[src/rtl/ascon_permutation.sv]
// ascon_permutation: iterative Ascon p^a engine on the 320-bit state.
// Word order: x0 = [319:256], x1 = [255:192], x2 = [191:128], x3 = [127:64], x4 = [63:0].
// Default build: one round per clock.
// Optional build macro ASCON_PERM_UNROLL2_EN: two cascaded rounds per clock,
// with a single round on the last edge when the round count is odd.
module ascon_permutation (
    input  logic         clk_i,
    input  logic         rst_ni,
    input  logic         start_i,
    input  logic [3:0]   rounds_i,
    input  logic [319:0] state_i,
    output logic [319:0] state_o,
    output logic         busy_o,
    output logic         done_o
);

    localparam logic [0:0] ST_IDLE = 1'b0;
    localparam logic [0:0] ST_RUN  = 1'b1;

    logic [0:0]   fsm_q, fsm_d;
    logic [3:0]   r_q, r_d;
    logic [319:0] state_q, state_d;
    logic         done_q, done_d;

    logic [3:0]   rounds_clamp_s;
    logic [319:0] round1_s;
`ifdef ASCON_PERM_UNROLL2_EN
    logic [319:0] round2_s;
`endif

    // 64-bit rotate right by a fixed amount
    function automatic logic [63:0] rotr64(input logic [63:0] v, input int n);
        return (v >> n) | (v << (64 - n));
    endfunction

    // One complete Ascon round (constant, S-box layer, linear layer) with constant index r
    function automatic logic [319:0] ascon_round(input logic [319:0] s, input logic [3:0] r);
        logic [63:0] x0, x1, x2, x3, x4;
        logic [63:0] t0, t1, t2, t3, t4;
        x0 = s[319:256];
        x1 = s[255:192];
        x2 = s[191:128];
        x3 = s[127:64];
        x4 = s[63:0];
        // round constant: high nibble counts down from 0xf, low nibble counts up
        x2 = x2 ^ {56'h0, 4'd15 - r, r};
        // bitsliced 5-bit S-box
        x0 = x0 ^ x4;
        x4 = x4 ^ x3;
        x2 = x2 ^ x1;
        t0 = ~x0 & x1;
        t1 = ~x1 & x2;
        t2 = ~x2 & x3;
        t3 = ~x3 & x4;
        t4 = ~x4 & x0;
        x0 = x0 ^ t1;
        x1 = x1 ^ t2;
        x2 = x2 ^ t3;
        x3 = x3 ^ t4;
        x4 = x4 ^ t0;
        x1 = x1 ^ x0;
        x0 = x0 ^ x4;
        x3 = x3 ^ x2;
        x2 = ~x2;
        // per-word linear diffusion
        x0 = x0 ^ rotr64(x0, 19) ^ rotr64(x0, 28);
        x1 = x1 ^ rotr64(x1, 61) ^ rotr64(x1, 39);
        x2 = x2 ^ rotr64(x2, 1)  ^ rotr64(x2, 6);
        x3 = x3 ^ rotr64(x3, 10) ^ rotr64(x3, 17);
        x4 = x4 ^ rotr64(x4, 7)  ^ rotr64(x4, 41);
        return {x0, x1, x2, x3, x4};
    endfunction

    // Clamp the requested round count to 0..12
    always_comb begin
        if (rounds_i > 4'd12) begin
            rounds_clamp_s = 4'd12;
        end else begin
            rounds_clamp_s = rounds_i;
        end
    end

    // Round datapath: round r, and in the unrolled build also round r+1
    always_comb begin
        round1_s = ascon_round(state_q, r_q);
`ifdef ASCON_PERM_UNROLL2_EN
        round2_s = ascon_round(round1_s, r_q + 4'd1);
`endif
    end

    // Next-state logic: accept a start while idle, step rounds while running
    always_comb begin
        fsm_d   = fsm_q;
        r_d     = r_q;
        state_d = state_q;
        done_d  = 1'b0;
        case (fsm_q)
            ST_IDLE: begin
                if (start_i) begin
                    state_d = state_i;
                    if (rounds_clamp_s == 4'd0) begin
                        // nothing to compute: report completion straight away
                        done_d = 1'b1;
                    end else begin
                        r_d   = 4'd12 - rounds_clamp_s;
                        fsm_d = ST_RUN;
                    end
                end else begin
                    fsm_d = ST_IDLE;
                end
            end
            ST_RUN: begin
`ifdef ASCON_PERM_UNROLL2_EN
                if (r_q == 4'd11) begin
                    // odd round count: only the final round is left
                    state_d = round1_s;
                    r_d     = 4'd12;
                end else begin
                    state_d = round2_s;
                    r_d     = r_q + 4'd2;
                end
`else
                state_d = round1_s;
                r_d     = r_q + 4'd1;
`endif
                if (r_d >= 4'd12) begin
                    fsm_d  = ST_IDLE;
                    done_d = 1'b1;
                    r_d    = 4'd0;
                end else begin
                    fsm_d  = ST_RUN;
                end
            end
            default: begin
                fsm_d   = ST_IDLE;
                r_d     = 4'd0;
                state_d = 320'd0;
                done_d  = 1'b0;
            end
        endcase
    end

    // State, round index, FSM and completion pulse registers
    always_ff @(posedge clk_i or negedge rst_ni) begin
        if (!rst_ni) begin
            fsm_q   <= ST_IDLE;
            r_q     <= 4'd0;
            state_q <= 320'd0;
            done_q  <= 1'b0;
        end else begin
            fsm_q   <= fsm_d;
            r_q     <= r_d;
            state_q <= state_d;
            done_q  <= done_d;
        end
    end

    assign state_o = state_q;
    assign busy_o  = (fsm_q == ST_RUN);
    assign done_o  = done_q;

endmodule

[config.mk]
export PLATFORM = sky130hd
export DESIGN_NAME = ascon_permutation
export DESIGN_NICKNAME = d
export VERILOG_FILES = /design/src/rtl/ascon_permutation.sv
export SDC_FILE = /design/constraint.sdc
export NUM_CORES = 1
export LEC_CHECK = 0
export CAP_MARGIN = 20
export CORE_MARGIN = 2
export CORE_UTILIZATION = 35
export CTS_CLUSTER_SIZE = 10
export DETAILED_ROUTE_END_ITERATION = 16
export SETUP_SLACK_MARGIN = 0.5
export SLEW_MARGIN = 20
export SYNTH_ARGS = -nofsm -noshare
export SYNTH_HDL_FRONTEND = slang
export SYNTH_SLANG_ARGS = --single-unit
[constraint.sdc]
create_clock -name clk_i -period 6.6 [get_ports clk_i]
set_clock_uncertainty 0.1 [all_clocks]
set_input_delay 1.98 -clock clk_i [delete_from_list [all_inputs] [get_ports clk_i]]
set_output_delay 1.98 -clock clk_i [all_outputs]
set_load 0.01 [all_outputs]
==> metrics.cfg <==
[global_routing]
grt_start_max_net_pins = 225
grt_antenna_before_repair = 3
groute.usage.overall = 0.325
grt_overflow_total = 0
grt_pass1_vias = 24600
global_route_wire_length_before_repair_mm = 201

[critical_path]
crit_path_max_incr_delay_ns = 0.96
reg2reg_depth = 5
cp_num_buf_inv = 1
required_ns = 4.52
cell_chain_of_the_critical_path = clkdlybuf4s50_1
timing.critical_path.arrival_ns = 2.25
critical_path.top_delay_family = flip-flops
timing.rr.end = state_o[102]$_DFFE_PN0P_
crit_path_max_fanout = 81
worst_setup_path_start = busy_o$_DFF_PN0_
timing.critical_path.depth = 1
reg2reg_setup_slack_ns = 2.42
timing.setup.critical_path_class = register to output port
worst_setup_path_endpoint = busy_o
cp-start-kind = register
worst_setup_path_end_kind = output port
cp_max_delay_cell = sky130_fd_sc_hd__dfrtp_4
rr_startpoint = busy_o$_DFF_PN0_

[yosys]
dominant_combinational_cell_family_by_area_after_synthesis = XOR/XNOR gates
synth_cells = 2997
yosysUniqueCellTypes = 30
synth_seq_cells = 326
synth-adder-area-share = 0.0717
synth.yosys.warnings = 0
biggest_area_contributors_in_the_synthesized_netlist = sky130_fd_sc_hd__dfrtp_1 26%, sky130_fd_sc_hd__xnor3_1 18%, sky130_fd_sc_hd__xnor2_1 10%
synth_fp_nets = 3454
post_synth_mux_area_share = 0.0371
syn-mean-instance-area_um2 = 10.3
xor_and_xnor_area_share_after_synthesis = 0.396
synthesized_area_fraction_occupied_by_ao_oa_aoi_and_oai_cells = 0.120
post-synth-top-area-cell = sky130_fd_sc_hd__dfrtp_1
yosys.area_share.simple = 0.0717
synth.top_cell.area_share = 0.265
netlist_area_mm2 = 0.0308
synth_seq_area_share = 0.265

[clocking]
clock-sinks = 326
clk_latency_ns = 0.61
cts-root-to-sink-buffers = 3
cts-resized-gates = 0
clk_pin_slew_worst_paths_ns = 0.06
cts.repair_timing.setup_buffer_count = 0
clk_root_buffer_cell = sky130_fd_sc_hd__clkbuf_16
cts_hold_buf = 0
cts.htree.levels = 2
cts_tree = built
cts_made_buffers = 45

[place]
place.gp.congestion = 1.05
numPortBuffers = 648
dp.final_hpwl_mm = 125
dpl-instance-area_mm2 = 0.0385

[floorplan]
die_width_um = 301
floorplan.io_pins = 649
starting_density_of_the_core = 0.354
design.die.area_mm2 = 0.0904
num_rows = 108
design.core.area_mm2 = 0.0870
floorplan.die.height_um = 301

[final_layout]
area.growth.synth_to_final_pct = 29.9
design.final.nets = 4037
fraction_of_layout_instances_using_a_drive_strength_above_1 = 0.0618
fraction_of_the_core_area_covered_by_cells_at_the_end_of_the_flow = 0.460
post-route-cell-area_mm2 = 0.0400

[worst_hold_path]
hold_path.class = register to register
hold_path_startpoint = state_o[135]$_DFFE_PN0P_

[routing]
detailedRoute.firstIterationViolations = 2284
number_of_vias_per_cell_after_detailed_routing = 5.38
wirelength_mm = 151
routed-via-count = 25600
avgRoutedWirePerCell_um = 31.6
ant_nets = 0
detailedRoute.firstPassIterationCount = 5
drc_errors = 0

[timing]
setup-violations-final = 0
finalCritPeriodShare = 0.656
rsz0062_at_grt = false
clock.fmax_mhz = 231
tns_ns = 0
finalHoldViolations = 0
maxSlewViolCount = 0
final.min_clock_period_ns = 4.33
slew_at_the_pin_with_the_worst_max_slew_slack_ns = 1.24
timing.slew.headroom = 0.168

[run_status]
outcome = finished, final reports clean

[run]
maxcap_violations = 0

cells in the mapped netlist (all sizes together):
cell,number
a211oi,222
buf,22
maj3,55
nor3b,1
a21o,24
xor3,6
xnor3,250
nand2,203
xnor2,439
nor2b,72
xor2,211
o21ai,134
clkbuf,111
mux2,2
and3b,1
a21oi,228
nor2,256
o311ai,1
o22ai,3
inv,184
ha,130
dfrtp,326
a22oi,1
mux2i,112
nand2b,3
kinds of logic after synthesis:
family / Yosys count
mux: 114
compound gates: 613
buf+inv: 317
simple gates: 536
flops: 326
fa+ha+maj: 185
xor+xnor: 906
cell type report:
cell class                      count  area (µm²)
Sequential cell                   326        8160
Tap cell                         1155        1450
Clock buffer                       64        1360
Antenna cell                        2        5.00
Fill cell                        8421       47000
Inverter                          184         691
Multi-Input combinational cell   2354       21500
Clock inverter                     12         148
Timing Repair Buffer              669        6740
layer usage:
layer,vias up,share of wire,global-route usage,routed length [µm]
li1,11400,-,-,-
met1,12700,0.38,0.402,58000
met2,1222,0.47,0.531,70800
met3,275,0.096,0.0881,14500
met4,4,0.049,0.140,7430
met5,-,0.00023,0,34
state kept, by name, summed over array words and instances, names as in the netlist:
name	cells
r_q	4
busy_o	1
done_o	1
state_o	320
placed cells by master, fill, tap and decap left out, types with 7 or more instances in the layout:
cell type / count
sky130_fd_sc_hd__a211oi_1: 222
sky130_fd_sc_hd__a21o_1: 24
sky130_fd_sc_hd__a21oi_1: 228
sky130_fd_sc_hd__buf_12: 7
sky130_fd_sc_hd__buf_4: 14
sky130_fd_sc_hd__clkbuf_16: 47
sky130_fd_sc_hd__clkbuf_8: 12
sky130_fd_sc_hd__clkdlybuf4s50_1: 646
sky130_fd_sc_hd__dfrtp_1: 325
sky130_fd_sc_hd__ha_1: 130
sky130_fd_sc_hd__inv_1: 184
sky130_fd_sc_hd__maj3_1: 29
sky130_fd_sc_hd__maj3_2: 26
sky130_fd_sc_hd__mux2i_1: 112
sky130_fd_sc_hd__nand2_1: 203
sky130_fd_sc_hd__nor2_1: 256
sky130_fd_sc_hd__nor2b_1: 72
sky130_fd_sc_hd__o21ai_0: 134
sky130_fd_sc_hd__xnor2_1: 352
sky130_fd_sc_hd__xnor2_2: 87
sky130_fd_sc_hd__xnor3_1: 250
sky130_fd_sc_hd__xor2_1: 198
sky130_fd_sc_hd__xor2_2: 13
through the flow:
| step | hold slack, ns | instances | setup slack (ns) |
|---|---|---|---|
| 4_1_cts | 0.543 | 4764 | 2.25 |
| 5_1_grt | 0.550 | 4764 | 2.19 |
| 3_3_place_gp | 0.520 | 4688 | 2.62 |
| 2_1_floorplan | 0.488 | 2997 | 3.32 |
| 6_report | 0.538 | 4766 | 2.27 |
| 3_5_place_dp | 0.530 | 4688 | 2.57 |
how the worst min path moves through the flow:
stage / slack [ns] / end / cells after the start
floorplan: 0.49 / r_q[1]$_DFFE_PN0P_ / 1
global placement: 0.52 / state_o[134]$_DFFE_PN0P_ / 2
detailed placement: 0.53 / state_o[135]$_DFFE_PN0P_ / 2
CTS: 0.54 / state_o[135]$_DFFE_PN0P_ / 2
global route: 0.55 / state_o[132]$_DFFE_PN0P_ / 2
finish: 0.54 / state_o[135]$_DFFE_PN0P_ / 2
tightest hold or removal path, delay by kind of cell (launching register included):
kind,cells,cell delay [ns]
multiplexers,1,0.08
AO/OA/AOI/OAI,1,0.13
flip-flops,1,0.40
Power is left out: the tool's default activity adds up to more than one toggle a clock period on the data nets, which glitch-free logic cannot reach.
